[src/rtl/seg_scan_mux.sv]
// Time-multiplexed scanner for a common-anode seven-segment display. Values are
// double-buffered and swap in only at frame boundaries; each slot opens with a blank.
module seg_scan_mux #(
  parameter int NUM_DIGITS   = 4,
  parameter int REFRESH_DIV  = 50000,
  parameter int BLANK_CYCLES = 500
) (
  input  logic                    clk,
  input  logic                    rst_n,
  input  logic [4*NUM_DIGITS-1:0] value_in,
  input  logic [NUM_DIGITS-1:0]   dp_in,
  input  logic                    value_valid,
  input  logic                    blank_lz,
  output logic [3:0]              digit_sel,
  output logic                    dp_n,
  output logic [NUM_DIGITS-1:0]   an_n,
  output logic                    frame_start
);

  localparam int VW    = 4 * NUM_DIGITS;
  localparam int CNT_W = (REFRESH_DIV > 1) ? $clog2(REFRESH_DIV) : 1;
  localparam int IDX_W = (NUM_DIGITS > 1) ? $clog2(NUM_DIGITS) : 1;

  localparam logic [CNT_W-1:0] CNT_LAST   = CNT_W'(REFRESH_DIV - 1);
  localparam logic [CNT_W-1:0] BLANK_LAST = CNT_W'(BLANK_CYCLES - 1);
  localparam logic [IDX_W-1:0] IDX_LAST   = IDX_W'(NUM_DIGITS - 1);

  typedef enum logic [0:0] {
    S_BLANK = 1'b0,
    S_DRIVE = 1'b1
  } state_t;

  state_t                state_r;
  state_t                state_nxt_s;
  logic [CNT_W-1:0]      cnt_r;
  logic [CNT_W-1:0]      cnt_nxt_s;
  logic [IDX_W-1:0]      idx_r;
  logic [IDX_W-1:0]      idx_nxt_s;
  logic                  armed_r;
  logic [VW-1:0]         pend_val_r;
  logic [NUM_DIGITS-1:0] pend_dp_r;
  logic                  pending_r;
  logic                  pending_nxt_s;
  logic [VW-1:0]         shadow_val_r;
  logic [VW-1:0]         shadow_val_nxt_s;
  logic [NUM_DIGITS-1:0] shadow_dp_r;
  logic [NUM_DIGITS-1:0] shadow_dp_nxt_s;
  logic                  supp_r;
  logic                  supp_nxt_s;
  logic                  slot_end_s;
  logic                  blank_end_s;
  logic                  boundary_s;
  logic                  slot_start_s;
  logic                  drive_nxt_s;

  function automatic logic [3:0] nibble_at(input logic [VW-1:0] v, input logic [IDX_W-1:0] idx);
    logic [3:0] n;
    n = 4'h0;
    for (int k = 0; k < NUM_DIGITS; k++) begin
      n = (IDX_W'(k) == idx) ? v[4*k +: 4] : n;
    end
    return n;
  endfunction

  function automatic logic dp_at(input logic [NUM_DIGITS-1:0] dp, input logic [IDX_W-1:0] idx);
    logic d;
    d = 1'b0;
    for (int k = 0; k < NUM_DIGITS; k++) begin
      d = (IDX_W'(k) == idx) ? dp[k] : d;
    end
    return d;
  endfunction

  function automatic logic [NUM_DIGITS-1:0] anode_mask(input logic [IDX_W-1:0] idx);
    logic [NUM_DIGITS-1:0] m;
    for (int k = 0; k < NUM_DIGITS; k++) begin
      m[k] = (IDX_W'(k) != idx);
    end
    return m;
  endfunction

  // Digit idx is a leading zero when it and every more-significant nibble are zero.
  function automatic logic lz_suppressed(input logic [VW-1:0] v, input logic [IDX_W-1:0] idx);
    logic nz;
    nz = 1'b0;
    for (int k = 0; k < NUM_DIGITS; k++) begin
      nz = nz | ((k >= int'(idx)) && (v[4*k +: 4] != 4'h0));
    end
    return (idx != IDX_W'(0)) && !nz;
  endfunction

  // Slot and frame events; the first edge after reset opens digit 0's slot
  always_comb begin
    slot_end_s   = armed_r && (state_r == S_DRIVE) && (cnt_r == CNT_LAST);
    blank_end_s  = armed_r && (state_r == S_BLANK) && (cnt_r == BLANK_LAST);
    boundary_s   = slot_end_s && (idx_r == IDX_LAST);
    slot_start_s = slot_end_s || !armed_r;
  end

  // Next FSM state, slot counter and digit index
  always_comb begin
    state_nxt_s = state_r;
    case (state_r)
      S_BLANK: begin
        if (blank_end_s) state_nxt_s = S_DRIVE;
        else             state_nxt_s = S_BLANK;
      end
      S_DRIVE: begin
        if (slot_end_s) state_nxt_s = S_BLANK;
        else            state_nxt_s = S_DRIVE;
      end
      default: state_nxt_s = S_BLANK;
    endcase

    if (slot_start_s) cnt_nxt_s = {CNT_W{1'b0}};
    else              cnt_nxt_s = cnt_r + CNT_W'(1);

    if (boundary_s)      idx_nxt_s = {IDX_W{1'b0}};
    else if (slot_end_s) idx_nxt_s = idx_r + IDX_W'(1);
    else                 idx_nxt_s = idx_r;
  end

  // Shadow swap at the frame boundary; a strobe on that very edge bypasses pending
  always_comb begin
    shadow_val_nxt_s = shadow_val_r;
    shadow_dp_nxt_s  = shadow_dp_r;
    pending_nxt_s    = pending_r;
    if (boundary_s) begin
      pending_nxt_s = 1'b0;
      if (value_valid) begin
        shadow_val_nxt_s = value_in;
        shadow_dp_nxt_s  = dp_in;
      end else if (pending_r) begin
        shadow_val_nxt_s = pend_val_r;
        shadow_dp_nxt_s  = pend_dp_r;
      end else begin
        shadow_val_nxt_s = shadow_val_r;
        shadow_dp_nxt_s  = shadow_dp_r;
      end
    end else if (value_valid) begin
      pending_nxt_s = 1'b1;
    end else begin
      pending_nxt_s = pending_r;
    end
  end

  // Suppression is decided once per slot, from the buffer that slot will show
  always_comb begin
    if (slot_start_s) supp_nxt_s = blank_lz && lz_suppressed(shadow_val_nxt_s, idx_nxt_s);
    else              supp_nxt_s = supp_r;
    drive_nxt_s = (state_nxt_s == S_DRIVE) && !supp_nxt_s;
  end

  // Pending buffer: latest strobe wins until the next boundary consumes it
  always_ff @(posedge clk or negedge rst_n) begin
    if (!rst_n) begin
      pend_val_r <= {VW{1'b0}};
      pend_dp_r  <= {NUM_DIGITS{1'b0}};
      pending_r  <= 1'b0;
    end else begin
      if (value_valid) begin
        pend_val_r <= value_in;
        pend_dp_r  <= dp_in;
      end
      pending_r <= pending_nxt_s;
    end
  end

  // Scan FSM, shadow buffer and registered display outputs
  always_ff @(posedge clk or negedge rst_n) begin
    if (!rst_n) begin
      state_r      <= S_BLANK;
      cnt_r        <= {CNT_W{1'b0}};
      idx_r        <= {IDX_W{1'b0}};
      armed_r      <= 1'b0;
      shadow_val_r <= {VW{1'b0}};
      shadow_dp_r  <= {NUM_DIGITS{1'b0}};
      supp_r       <= 1'b0;
      digit_sel    <= 4'h0;
      dp_n         <= 1'b1;
      an_n         <= {NUM_DIGITS{1'b1}};
      frame_start  <= 1'b0;
    end else begin
      state_r      <= state_nxt_s;
      cnt_r        <= cnt_nxt_s;
      idx_r        <= idx_nxt_s;
      armed_r      <= 1'b1;
      shadow_val_r <= shadow_val_nxt_s;
      shadow_dp_r  <= shadow_dp_nxt_s;
      supp_r       <= supp_nxt_s;
      digit_sel    <= nibble_at(shadow_val_nxt_s, idx_nxt_s);
      dp_n         <= drive_nxt_s ? ~dp_at(shadow_dp_nxt_s, idx_nxt_s) : 1'b1;
      an_n         <= drive_nxt_s ? anode_mask(idx_nxt_s) : {NUM_DIGITS{1'b1}};
      frame_start  <= slot_start_s && (idx_nxt_s == {IDX_W{1'b0}});
    end
  end

endmodule

[config.mk]
export PLATFORM = sky130hd
export DESIGN_NAME = seg_scan_mux
export DESIGN_NICKNAME = d
export VERILOG_FILES = /design/src/rtl/seg_scan_mux.sv
export SDC_FILE = /design/constraint.sdc
export NUM_CORES = 1
export LEC_CHECK = 0
export ABC_CLOCK_PERIOD_IN_PS = 2900
export CAP_MARGIN = 20
export CORE_ASPECT_RATIO = 0.7
export CORE_UTILIZATION = 40
export CTS_CLUSTER_DIAMETER = 30
export DETAILED_ROUTE_END_ITERATION = 16
export PLACE_DENSITY = 0.67
export SLEW_MARGIN = 10
export SYNTH_ARGS = -nofsm -noshare
export SYNTH_HDL_FRONTEND = slang
export SYNTH_SLANG_ARGS = --single-unit
export TNS_END_PERCENT = 5
[constraint.sdc]
create_clock -name clk -period 2.9 [get_ports clk]
set_clock_uncertainty 0.15 [all_clocks]
set_input_delay 0.58 -clock clk [delete_from_list [all_inputs] [get_ports clk]]
set_output_delay 0.58 -clock clk [all_outputs]
set_load 0.05 [all_outputs]
==> summary.md <==
* number of enable-type register cells in the synthesized netlist: 0
* worst-case clock buffer depth: 2
* overall die area: 8590 sq um
* first-pass GRT wire length: 11.9 mm
* number of synthesized register bits: 72
* total number of vias: 2371
* data required time at the worst endpoint: 2.99 ns
* clock buffers created by TritonCTS: 9
* portion of the post-synthesis area used by sequential elements: 55.0%
* cells after synthesis: 285
* pin count of the biggest net entering global routing: 31
* x dimension of the die: 110 um
* H-tree lvl count: 3
* non-filler cells in the finished layout: 448
* share of synthesized area spent on multiplexers: 14.2%
* Final WS setup: 0.0334 ns
* Syn. warnings: 0
* GP Congestion: 0.862
* TNS Setup: 0 ns
* worst skew pair latency: 0.33 ns
* site row count: 27
* Worst setup SP type: flop
* Cell variety after synth: 47
* IO Port Bufs: 33
* unrepaired setup endpoints after global routing: yes
* Top Ports: 34
* met3 routing resource usage after global routing: 5.88%
* slew at the pin closest to its max-slew limit: 0.511 ns
* area growth from synthesis to layout: 27.9%
* min-delay worst type: input port to asynchronous set/reset pin
* Total Wirelength: 7.33 mm
* Avg WL per Cell: 16.4 um
* category of the worst setup path capture point: flop
* highest clock rate: 349 MHz
* TritonCTS clock tree: done
* start-to-end type of the worst setup path: flop to flop
* WP data arrival: 2.96 ns
* DPL Wire Length: 5.32 mm
* die boundary height: 77.8 um
* CP max stage cell: sky130_fd_sc_hd__or4b_4
* status: completed
* Syn Area/Cell: 11.5 sq um
* net total in the final layout: 368
* final clock period utilization by the worst path: 98.8%
* P_leak: 1.86 nW
* final count of negative-setup-slack endpoints: 0
* CP top delay family: simple AND/OR/NAND/NOR gates
* ratio of routed vias to standard cells: 5.29
* final-report hold violation count: 0
* number of fill cells: 700
* synthesized cell area: 3290 sq um
* critical path fanouts, max: 5
* count of final max-slew check failures: 0
* hold buffer count at CTS: 0
* standard cell core area: 7910 sq um
* drt drc: 0
* clk slew on worst S/H paths: 0.06 ns
* number of global-route vias before repair: 2315
* number of antenna violations at the first check in global routing: 0
* GRT Resource Usage Total: 19.0%
* area share of and/or/nand/nor cells after synthesis: 15.7%
* main combinational cell family by area after synthesis: simple AND/OR/NAND/NOR gates
* commonest register cell after synthesis: sky130_fd_sc_hd__dfrtp_1
* delay of the slowest critical-path stage: 0.55 ns
* Cell Count Post-Placement: 431
* global-route congestion overflow total: 0
* pwr dens: 564 nW/um^2
* CTS root buf: sky130_fd_sc_hd__clkbuf_16
* Post-Synthesis Net Count: 311
* starting density of the core: 41.6%
* worst vdd rail ir drop: 0.000300 V
* hold slack final: 0.0540 ns
* async set or reset register ratio after synthesis: 100%
* met1 demand-to-capacity share in global routing: 29.3%
* cell-by-cell trace of the critical path: or4b_4, or4b_4, nor3_4, mux2_4, o2111a_2, a31oi_4, nand3_1
* MaxCap Viol Count: 0
* GR met2 Demand/Resource: 24.8%
* worst slew margin relative to its limit: 65.8%
* post-synthesis compound-gate area fraction: 7.99%
* fraction of synthesized cell area in xor and xnor cells: 3.46%
* Worst path most repeated cell: sky130_fd_sc_hd__or4b_4
* Tmin final: 2.87 ns
* Most Crowded Layer GR: met1
* Num Clock Sinks: 72
* number of violations reported at the end of detailed-routing iteration 0: 128
* layout cells sized above 1: 25.9%
* adder and majority cell fraction of the synthesized area: 0.761%
* worst slack at placement: -0.104 ns
* antenna fix cells: 0
* critical path buffer and inverter count: 0
* count of antenna-violating nets left after detailed routing: 0
* first-pass iteration count of the detailed router: 4
==> Yosys cell counts, types with 2 or more instances <==
library cell,count,area [sq um]
sky130_fd_sc_hd__o21ai_2,2,17.5
sky130_fd_sc_hd__buf_6,2,22.5
sky130_fd_sc_hd__nor4_1,6,37.5
sky130_fd_sc_hd__mux2_4,2,30.0
sky130_fd_sc_hd__xor2_1,7,61.3
sky130_fd_sc_hd__dfstp_2,5,131
sky130_fd_sc_hd__mux2i_1,12,120
sky130_fd_sc_hd__ha_1,2,25.0
sky130_fd_sc_hd__inv_1,4,15.0
sky130_fd_sc_hd__xnor2_1,6,52.6
sky130_fd_sc_hd__or3_1,2,12.5
sky130_fd_sc_hd__a22o_1,4,35.0
sky130_fd_sc_hd__and2_1,6,37.5
sky130_fd_sc_hd__or4_1,2,15.0
sky130_fd_sc_hd__nor2_1,29,109
sky130_fd_sc_hd__or4b_4,2,27.5
sky130_fd_sc_hd__o21ai_0,9,45.0
sky130_fd_sc_hd__nor3_1,4,20.0
sky130_fd_sc_hd__clkbuf_1,5,18.8
sky130_fd_sc_hd__o22ai_1,3,18.8
sky130_fd_sc_hd__dfrtp_1,67,1680
sky130_fd_sc_hd__nand2_1,21,78.8
sky130_fd_sc_hd__nor3b_1,2,15.0
sky130_fd_sc_hd__nor2b_1,2,12.5
sky130_fd_sc_hd__nand3_1,9,45.0
sky130_fd_sc_hd__and3_1,4,25.0
sky130_fd_sc_hd__a21oi_1,11,55.1
sky130_fd_sc_hd__buf_1,2,7.51
sky130_fd_sc_hd__mux2_2,28,315
sky130_fd_sc_hd__nand4_1,4,25.0
sky130_fd_sc_hd__a32oi_1,4,35.0
sky130_fd_sc_hd__buf_4,2,15.0
==> state kept, by name, indices dropped and copies added, names as in the netlist, 2 cells and up <==
register and cells:
cnt_r 16, pend_val_r 16, shadow_val_r 16, an_n 4, digit_sel 4, pend_dp_r 4, shadow_dp_r 4, idx_r 2
==> cell usage in the layout (no fill, tap or decap), drive strengths merged, types with 4 or more instances in the layout <==
cell type / instances
buf: 26
and2: 6
a22o: 4
nand4: 4
mux2: 30
nor2: 29
dfrtp: 67
nand3: 9
mux2i: 12
nand2: 21
clkbuf: 9
clkdlybuf4s50: 32
inv: 5
o21ai: 11
nor3: 6
a21oi: 11
a32oi: 4
nor4: 6
xor2: 7
dfstp: 5
xnor2: 6
and3: 4
==> metal layers <==
layer,wire length (um),share of wire (%),up-vias
met5,0,0,-
met4,59,0.81,0
met3,436,5.9,5
met2,3010,41,61
met1,3820,52,1172
li1,-,-,1133
==> where the power goes <==
group | internal, mW | switching, mW | total (mW)
sequential | 1.04 | 0.0152 | 1.05
clock | 0.752 | 0.420 | 1.17
combinational | 0.0758 | 0.0704 | 0.146
==> cell families (layout without fill, tap and decap cells) <==
family	count (synthesis)	count (layout)
xor gates and xnor gates	13	13
and+or+nand+nor	99	99
other	1	1
buffers and inverters	18	80
muxes	42	42
AOI/OAI and AO/OA	38	38
adders and majority gates	2	2
DFF	72	72
==> worst register-to-register path, cell delays in order (launching register included) <==
cell and delay (ns):
sky130_fd_sc_hd__dfrtp_1 0.37, sky130_fd_sc_hd__or4b_4 0.55, sky130_fd_sc_hd__or4b_4 0.54, sky130_fd_sc_hd__nor3_4 0.21, sky130_fd_sc_hd__mux2_4 0.33, sky130_fd_sc_hd__o2111a_2 0.29
sky130_fd_sc_hd__a31oi_4 0.21, sky130_fd_sc_hd__nand3_1 0.14
==> per-stage QoR <==
step	power [mW]	util, %	cell area [sq um]
2_1_floorplan	1.13	-	3290
3_3_place_gp	1.21	48.9	3870
3_5_place_dp	1.22	48.9	3870
4_1_cts	2.39	53.0	4190
5_1_grt	2.45	53.2	4210
6_report	2.37	53.2	4210
==> path summary, 6_finish.rpt <==
check	from	endpoint	slack [ns]	cells past startpoint
worst max-delay path	cnt_r[12]$_DFF_PN0_	an_n[2]$_DFF_PN1_	0.03	7
worst min-delay path	rst_n	pend_val_r[1]$_DFFE_PN0P_	0.05	1
worst max register to register	cnt_r[12]$_DFF_PN0_	an_n[2]$_DFF_PN1_	0.03	7
worst min register to register	pend_dp_r[2]$_DFFE_PN0P_	pend_dp_r[2]$_DFFE_PN0P_	0.35	1
max in group asynchronous	rst_n	pend_val_r[15]$_DFFE_PN0P_	1.79	2
min in group clk	pend_dp_r[2]$_DFFE_PN0P_	pend_dp_r[2]$_DFFE_PN0P_	0.35	1
==> final cells by class <==
type / count / area (sq um) / share of cell area [%]
Clock inverter: 7 / 96.3 / 2.29
Clock buffer: 9 / 225 / 5.36
Multi-Input combinational cell: 195 / 1400 / 33.2
Sequential cell: 72 / 1810 / 43.0
Timing Repair Buffer: 58 / 529 / 12.6
Tap cell: 101 / 126 / 3.01
Inverter: 6 / 22.5 / 0.536
==> timing repair <==
item | CTS | global route
endpoints found under the setup margin | 0 | 7
buffers inserted | 0 | 1
resized for setup | 0 | 4
endpoints found under the hold margin | 0 | 0
(Power assumes the default switching activity.)
